--- src/rtl/rgb2raw_8.sv ---
// RGB to 8-bit Bayer RAW mosaicing: one 24-bit pixel per accept, one 16-bit
// word (even-column byte, odd-column byte) per column pair, fixed idle gap after each line.
module rgb2raw_8 #(
  parameter int LINE_LENGTH = 640,
  parameter int FRAME_LINES = 480,
  parameter int LINE_GAP    = 4,
  parameter bit INVERT_RG   = 1'b1
) (
  input  logic        clk,
  input  logic        rst_n,
  input  logic [23:0] rgb_in,
  input  logic        rgb_valid,
  input  logic        rgb_sof,
  output logic        rgb_ready,
  output logic [15:0] data_out,
  output logic        data_valid,
  output logic        line_end,
  output logic        frame_end,
  output logic        sof_err
);

  localparam int PIX_PER_LINE = 2 * LINE_LENGTH;
  localparam int CW = (PIX_PER_LINE > 1) ? $clog2(PIX_PER_LINE) : 1;
  localparam int RW = (FRAME_LINES > 1) ? $clog2(FRAME_LINES) : 1;
  localparam int GW = $clog2(LINE_GAP + 1);

  localparam logic [CW-1:0] COL_LAST = CW'(PIX_PER_LINE - 1);
  localparam logic [RW-1:0] ROW_LAST = RW'(FRAME_LINES - 1);
  localparam logic [GW-1:0] GAP_LOAD = GW'(LINE_GAP);
  localparam logic [7:0]    RG_MASK  = INVERT_RG ? 8'hFF : 8'h00;

  typedef enum logic [1:0] {
    ST_IDLE   = 2'd0,
    ST_ACTIVE = 2'd1,
    ST_GAP    = 2'd2
  } state_t;

  state_t          state;
  logic [CW-1:0]   col;
  logic [RW-1:0]   row;
  logic [GW-1:0]   gap_cnt;
  logic [7:0]      hold;

  logic [7:0]      r_byte;
  logic [7:0]      g_byte;
  logic [7:0]      b_byte;
  logic [7:0]      sel_byte;
  logic            accept;

  // A pixel transfers on any cycle where rgb_valid and rgb_ready are both high;
  // the RAW side has no backpressure, data_valid is a single-cycle strobe.
  assign rgb_ready = (state != ST_GAP);
  assign accept    = rgb_valid & rgb_ready;

  assign r_byte = rgb_in[23:16] ^ RG_MASK;
  assign g_byte = rgb_in[15:8]  ^ RG_MASK;
  assign b_byte = rgb_in[7:0];

  // Bayer site: even rows are G/B, odd rows are R/G.
  always_comb begin
    sel_byte = g_byte;
    case ({row[0], col[0]})
      2'b00:   sel_byte = g_byte;
      2'b01:   sel_byte = b_byte;
      2'b10:   sel_byte = r_byte;
      default: sel_byte = g_byte;
    endcase
  end

  always_ff @(posedge clk or negedge rst_n) begin
    if (!rst_n) begin
      state      <= ST_IDLE;
      col        <= '0;
      row        <= '0;
      gap_cnt    <= '0;
      hold       <= '0;
      data_out   <= '0;
      data_valid <= 1'b0;
      line_end   <= 1'b0;
      frame_end  <= 1'b0;
      sof_err    <= 1'b0;
    end else begin
      data_valid <= 1'b0;
      line_end   <= 1'b0;
      frame_end  <= 1'b0;
      sof_err    <= 1'b0;
      case (state)
        ST_IDLE: begin
          if (accept && rgb_sof) begin
            hold  <= g_byte;
            col   <= CW'(1);
            row   <= '0;
            state <= ST_ACTIVE;
          end
        end
        ST_ACTIVE: begin
          if (accept) begin
            if (rgb_sof) begin
              // Restart: the partial line and held byte are abandoned.
              sof_err <= 1'b1;
              hold    <= g_byte;
              col     <= CW'(1);
              row     <= '0;
            end else if (!col[0]) begin
              hold <= sel_byte;
              col  <= col + 1'b1;
            end else begin
              data_out   <= {hold, sel_byte};
              data_valid <= 1'b1;
              if (col == COL_LAST) begin
                col      <= '0;
                line_end <= 1'b1;
                gap_cnt  <= GAP_LOAD;
                state    <= ST_GAP;
                if (row == ROW_LAST) begin
                  frame_end <= 1'b1;
                  row       <= '0;
                end else begin
                  row <= row + 1'b1;
                end
              end else begin
                col <= col + 1'b1;
              end
            end
          end
        end
        ST_GAP: begin
          if (gap_cnt == GW'(1)) begin
            // Row only reads zero here after the frame's last line wrapped it.
            state <= (row == '0) ? ST_IDLE : ST_ACTIVE;
          end
          gap_cnt <= gap_cnt - 1'b1;
        end
        default: state <= ST_IDLE;
      endcase
    end
  end

endmodule

--- config.mk ---
export PLATFORM = sky130hd
export DESIGN_NAME = rgb2raw_8
export DESIGN_NICKNAME = d
export VERILOG_FILES = /design/src/rtl/rgb2raw_8.sv
export SDC_FILE = /design/constraint.sdc
export NUM_CORES = 1
export LEC_CHECK = 0
export CAP_MARGIN = 20
export CORE_ASPECT_RATIO = 0.5
export CORE_MARGIN = 4
export CORE_UTILIZATION = 43
export DETAILED_ROUTE_END_ITERATION = 16
export HOLD_SLACK_MARGIN = 0.15
export PLACE_DENSITY = 0.69
export REMOVE_ABC_BUFFERS = 1
export SYNTH_ARGS = -nofsm -noshare
export SYNTH_HDL_FRONTEND = slang
export SYNTH_SLANG_ARGS = --single-unit
--- constraint.sdc ---
create_clock -name clk -period 2.9 [get_ports clk]
set_input_delay 0.725 -clock clk [delete_from_list [all_inputs] [get_ports clk]]
set_output_delay 0.725 -clock clk [all_outputs]
set_load 0.005 [all_outputs]
==> summary.txt, run 1 <==
Power
  – Worst VDD drop: 0.3414 mV
  – Pwr Total: 2808 uW
  – P_leak: 0.001493 uW
  – Total power per unit cell area: 788.0 nW/um^2

Place
  – Placed Instance Area: 3416 sq um
  – I/O Buffers: 48
  – Pre-CTS WS: 362.7 ps
  – Gpl congestion: 0.8663
  – DP HPWL: 4.616 mm

Floorplan
  – Num rows: 20
  – CORE AREA: 6231 sq um
  – IO Pins: 49
  – Die ar.: 8039 sq um
  – Initial core utilization: 45.52%
  – Die outline height: 65.43 microns
  – Die width: 122.9 microns

Clocking
  – Post-CTS Hold Fix Bufs: 0
  – Post-CTS Setup Bufs: 0
  – Clk root buf: clkbuf_16
  – TritonCTS clock tree: built
  – # H-tree levels: 2
  – Post-CTS sizing: 0
  – CTS sink count: 53
  – Clock Tree Buf Depth: 2
  – CTS clk-pin slew, worst paths: 70 ps
  – Clock Latency Late Sink: 290 ps
  – Num CTS Buffers: 5

Drt
  – Via count: 2,232
  – Final WL: 6.296 mm
  – Vias per std cell: 5.391
  – Drt wl/cell: 15.21 microns
  – DR iter-0 viols: 94
  – DRC errors left: 0
  – ANT nets after route: 0
  – DR pass1 iterations: 4

Setup path
  – Worst EP arrival: 1550 ps
  – Critical Path Start Type: flip-flop
  – CP required: 2170 ps
  – Worst-path fanout max: 14
  – CP Capture Type: output port
  – Type of the worst setup path: reg2out

Min path
  – HP Class: in2async

Yosys
  – EDFF count, synth: 0
  – Syn_area_per_cell: 10.31 sq um
  – Ys flop type: dfrtp_1
  – Yosys warns: 0
  – Synth top area cells: dfrtp_1, mux2_2, nand2_1
  – Asr flop ratio synth: 100.0%
  – Area leader, netlist: dfrtp_1
  – Yosys top cell area share: 46.76%
  – Sequential share of the synthesized area: 46.76%
  – Synth Cell Area: 2836 sq um
  – FF+latch count, synth: 53
  – Mapped Cells: 275
  – Synth cell types: 49

Status
  – Status: finished, final reports clean

Global route
  – Largest net degree at the start of global routing: 30
  – First-pass GRT wire length: 10.87 mm
  – Vias in the first global route: 2,221
  – Total grt overflow: 0
  – GR Util All Layers: 16.99%
  – Initial antenna violation count: 0

Timing
  – Final hold vios: 0
  – RSZ-0062 raised after global routing: no
  – Slew HR: 61.23%
  – Fin crit period: 2270 ps
  – Final period util: 78.28%
  – Final setup fails: 0
  – Slew Viols, Final: 0
  – Least-Margin Pin Slew: 581.6 ps
  – Max Clock Freq: 440.5 MHz
  – Fin Clk Skew: 3.488 ps
  – Setup tns final: 0 ps
  – Final worst setup slack: 629.9 ps
  – WHS: 427.7 ps

Layout
  – Final net count: 360
  – Area of the multi-input gates: 1405 sq um
  – Fill count: 533
  – Cell area after layout: 3563 sq um
  – N_diodes: 0
  – Share of cells above drive strength 1: 12.58%
  – Leading cell type in the layout, fill and taps excluded: dfrtp_1
  – Register area: 1326 sq um
  – Most frequent cells in the layout: dfrtp_1, clkdlybuf4s50_1, nand2_1, mux2_2, o21ai_0
  – Layout area overhead: 25.63%

Job
  – Max_cap viols: 0
[layer usage]
metal  track usage (%)  vias to the layer above  share of wire, %
met5                 0                        -                 0
met1             23.45                     1075                47
li1                  -                     1100                 -
met4             3.347                        0              0.43
met3             3.353                        2               4.6
met2             28.01                       55                48
[critical path, stage by stage (launching register included)]
cell and delay [ps]:
dfrtp_1 580, nand2b_1 180, clkdlybuf4s50_1 500
[final timing paths]
| path | start | end | slack [ps] | cells past startpoint |
|---|---|---|---|---|
| min in group clk | data_out[3] | data_out[3] | 490 | 2 |
| setup / recovery | state[0] | rgb_ready | 630 | 2 |
| hold / removal | rst_n | data_out[4] | 430 | 1 |
| hold reg to reg | data_out[3] | data_out[3] | 490 | 2 |
| setup reg to reg | col[0] | hold[3] | 770 | 5 |
| max in group asynchronous | rst_n | col[3] | 1900 | 2 |
[stage by stage]
step	cells	util, %
3_5_place_dp	406	54.82
2_1_floorplan	264	-
3_3_place_gp	406	54.82
4_1_cts	414	57.19
5_1_grt	414	57.19
6_report	414	57.19
[area by class of cell]
class | count | area share (%)
Sequential cell | 53 | 37.22
Clock inverter | 3 | 0.6320
Timing Repair Buffer | 54 | 14.96
Tap cell | 88 | 3.090
Inverter | 11 | 1.159
Multi-Input combinational cell | 200 | 39.43
Clock buffer | 5 | 3.511
[synthesized netlist by cell type, drive strengths merged (2+ instances only)]
master	count
a211oi	5
a21oi	9
a22o	2
and2	9
and3	5
and4	2
and4b	2
buf	6
clkbuf	5
dfrtp	53
ha	7
inv	11
mux2	16
mux2i	10
nand2	29
nand2b	3
nand3	12
nand4	8
nor2	10
nor2b	10
nor3	2
nor3b	2
nor4	3
o21ai	19
o22ai	3
o31ai	12
or3	3
or3b	2
xnor2	4
xor2	3
[report_power, final]
group | internal (uW) | total (uW) | leakage, uW | switching [uW]
clock | 320 | 592 | 0.0000621 | 272
combinational | 586 | 1080 | 0.000754 | 494
sequential | 969 | 1140 | 0.000677 | 167
total | 1880 | 2810 | 0.00149 | 933
[sequential cells by signal (all words and copies together), names as in the netlist]
signal	flops
sof_err	1
data_out	16
line_end	1
row	9
hold	8
frame_end	1
gap_cnt	3
col	11
state	2
data_valid	1
[cell families after synthesis]
| logic type | synth area share, % |
|---|---|
| XOR/XNOR | 2.161 |
| adder cells (fa/ha/maj) | 3.088 |
| multiplexers | 9.881 |
| buffers and inverters | 3.705 |
| flip-flops | 46.76 |
| AO/OA/AOI/OAI | 12.35 |
| AND/OR/NAND/NOR | 22.06 |
Note: power is estimated with default switching activity, not from simulation.
==> run 2, diff against run 1 <==
--- a/config.mk
+++ b/config.mk
@@ -11,7 +11,7 @@
 export CORE_UTILIZATION = 43
 export DETAILED_ROUTE_END_ITERATION = 16
 export HOLD_SLACK_MARGIN = 0.15
-export PLACE_DENSITY = 0.69
+export PLACE_DENSITY = 0.72
 export REMOVE_ABC_BUFFERS = 1
 export SYNTH_ARGS = -nofsm -noshare
 export SYNTH_HDL_FRONTEND = slang
==> constraint.sdc (replaced) <==
create_clock -name clk -period 2 [get_ports clk]
set_input_delay 0.5 -clock clk [delete_from_list [all_inputs] [get_ports clk]]
set_output_delay 0.5 -clock clk [all_outputs]
set_load 0.005 [all_outputs]
==> summary.txt, run 2 (same netlist as run 1, synthesis figures left out) <==
Clocking
  – Clock Latency Late Sink: 290 ps (about the same)
  – Post-CTS Setup Bufs: 0 (unchanged)
  – Num CTS Buffers: 5 (unchanged)
  – Clock Tree Buf Depth: 2 (unchanged)
  – Post-CTS Hold Fix Bufs: 0 (unchanged)
  – Clk root buf: clkbuf_16 (unchanged)
  – CTS clk-pin slew, worst paths: 70 ps (about the same)
  – # H-tree levels: 2 (unchanged)
  – TritonCTS clock tree: built (unchanged)
  – CTS sink count: 53 (unchanged)

Global route
  – Largest net degree at the start of global routing: 54 (was 30)
  – Vias in the first global route: 2,302 (was 2,221)
  – GR Util All Layers: 16.69% (was 16.99%)
  – First-pass GRT wire length: 10.67 mm (was 10.87 mm)
  – Total grt overflow: 0 (unchanged)
  – Initial antenna violation count: 0 (unchanged)

Power
  – P_leak: 0.001593 uW (was 0.001493 uW)
  – Total power per unit cell area: 1142 nW/um^2 (was 788.0 nW/um^2)
  – Worst VDD drop: 0.6333 mV (was 0.3414 mV)
  – Pwr Total: 4271 uW (was 2808 uW)

Drt
  – DR pass1 iterations: 4 (unchanged)
  – Via count: 2,321 (was 2,232)
  – ANT nets after route: 0 (unchanged)
  – DR iter-0 viols: 110 (was 94)
  – Vias per std cell: 5.398 (was 5.391)
  – Drt wl/cell: 14.99 microns (was 15.21 microns)
  – DRC errors left: 0 (unchanged)
  – Final WL: 6.445 mm (was 6.296 mm)

Setup path
  – Critical Path Start Type: flip-flop (unchanged)
  – Critical R2R Capture: hold[5] (was hold[3])
  – CP Capture Type: output port (unchanged)
  – Worst EP arrival: 1420 ps (was 1550 ps)
  – R2r setup slk: 160 ps (was 770 ps)
  – CP required: 1500 ps (was 2170 ps)
  – Worst reg2reg path depth: 6 (was 5)
  – Type of the worst setup path: reg2out (unchanged)
  – Launch point of the worst reg-to-reg path: row[0] (was col[0])
  – Worst-path fanout max: 11 (was 14)

Layout
  – Most frequent cells in the layout: dfrtp_1, clkdlybuf4s50_1, nand2_1, buf_4 (was dfrtp_1, clkdlybuf4s50_1, nand2_1, mux2_2, o21ai_0)
  – Most flop-heavy register: data_out (unchanged)
  – Max FFs per register: 16 (unchanged)
  – N_diodes: 0 (unchanged)
  – Share of cells above drive strength 1: 17.84% (was 12.58%)
  – Layout area overhead: 31.80% (was 25.63%)
  – Regs by FF count: data_out x16, col x11, row x9 (unchanged)
  – Final net count: 377 (was 360)
  – Cell area after layout: 3739 sq um (was 3563 sq um)
  – Leading cell type in the layout, fill and taps excluded: dfrtp_1 (unchanged)

Timing
  – Final period util: 96.08%
  – WHS: 193.1 ps (was 427.7 ps)
  – Final hold vios: 0 (unchanged)
  – Fin Clk Skew: 8.132 ps (was 3.488 ps)
  – Final setup fails: 0 (unchanged)
  – Slew Viols, Final: 0 (unchanged)
  – Final worst setup slack: 78.46 ps (was 629.9 ps)
  – Slew HR: 63.43% (was 61.23%)
  – Max Clock Freq: 520.4 MHz
  – Least-Margin Pin Slew: 545.2 ps (was 581.6 ps)
  – RSZ-0062 raised after global routing: no (unchanged)
  – Fin crit period: 1922 ps

Job
  – Max_cap viols: 0 (unchanged)

Floorplan
  – Die outline height: 65.43 microns (unchanged)
  – CORE AREA: 6231 sq um (unchanged)
  – Initial core utilization: 45.52% (unchanged)
  – Num rows: 20 (unchanged)
  – IO Pins: 49 (unchanged)
  – Die width: 122.9 microns (unchanged)
  – Die ar.: 8039 sq um (unchanged)

Min path
  – HP Class: in2async (unchanged)

Place
  – I/O Buffers: 48 (unchanged)
  – Pre-CTS WS: -153.3 ps (was 362.7 ps)
  – Gpl congestion: 0.8078 (was 0.8663)
  – Placed Instance Area: 3568 sq um (was 3416 sq um)
  – DP HPWL: 4.733 mm (was 4.616 mm)

Status
  – Status: finished, final reports clean (unchanged)
==> run 2: cell count changes in the layout (fill, tap and decap cells not counted), moves of 2 or more <==
cell	before	now
buf_12	1	3
buf_4	5	20
clkinvlp_4	3	0
dfrtp_1	53	50
dfrtp_2	0	3
==> run 2: where the power goes <==
group / internal (uW) / leakage, uW / switching [uW] / total [uW]
Combinational: 934 / 0.000839 / 736 / 1670
Clock: 588 / 0.0000803 / 366 / 954
Sequential: 1410 / 0.000673 / 237 / 1650
Total: 2930 / 0.00159 / 1340 / 4270
==> run 2: cell type report <==
| cell class | count | area [sq um] |
|---|---|---|
| clock inverter | 2 | 38.79 |
| clock buffer | 5 | 125.1 |
| sequential | 53 | 1330 |
| tap | 88 | 110.1 |
| fill | 542 | 2492 |
| timing repair buffer | 71 | 685.7 |
| inverter | 11 | 41.29 |
| multi-input combinational | 200 | 1408 |
==> run 2: critical path, stage by stage (launching register included) <==
cell             delay, ps
dfrtp_2                480
nand2b_1               150
clkdlybuf4s50_1        510
==> run 2: layer usage <==
metal  GRT usage (%)  part of all wire [%]  wire length [microns]
met5               0                     0                      0
met4           4.045                  0.84                     54
met3           4.213                   5.3                    342
met2           27.60                    47                   3034
met1           22.12                    47                   3013
==> run 2: what timing repair did <==
item,CTS,global route
pin swaps,0,0
resized for setup,1,3
endpoints found under the setup margin,1,2
hold endpoints to repair,0,0
==> run 2: per-stage QoR <==
| stage | instances | setup TNS (ps) | util, % |
|---|---|---|---|
| after CTS | 430 | 0 | 59.92 |
| final | 430 | 0 | 60.00 |
| after global placement | 423 | -2520 | 57.27 |
| after floorplan | 264 | -21.06 | - |
| after detailed placement | 423 | -3744 | 57.27 |
| after global routing | 430 | 0 | 60.00 |
==> run 2: worst max-delay path by stage <==
stage / start / end / cells past startpoint
after detailed placement: rgb_sof / hold[4] / 6
after global routing: rgb_sof / row[1] / 6
after floorplan: state[0] / row[1] / 4
after global placement: rgb_sof / hold[3] / 6
after CTS: state[1] / rgb_ready / 2
final: state[0] / rgb_ready / 2
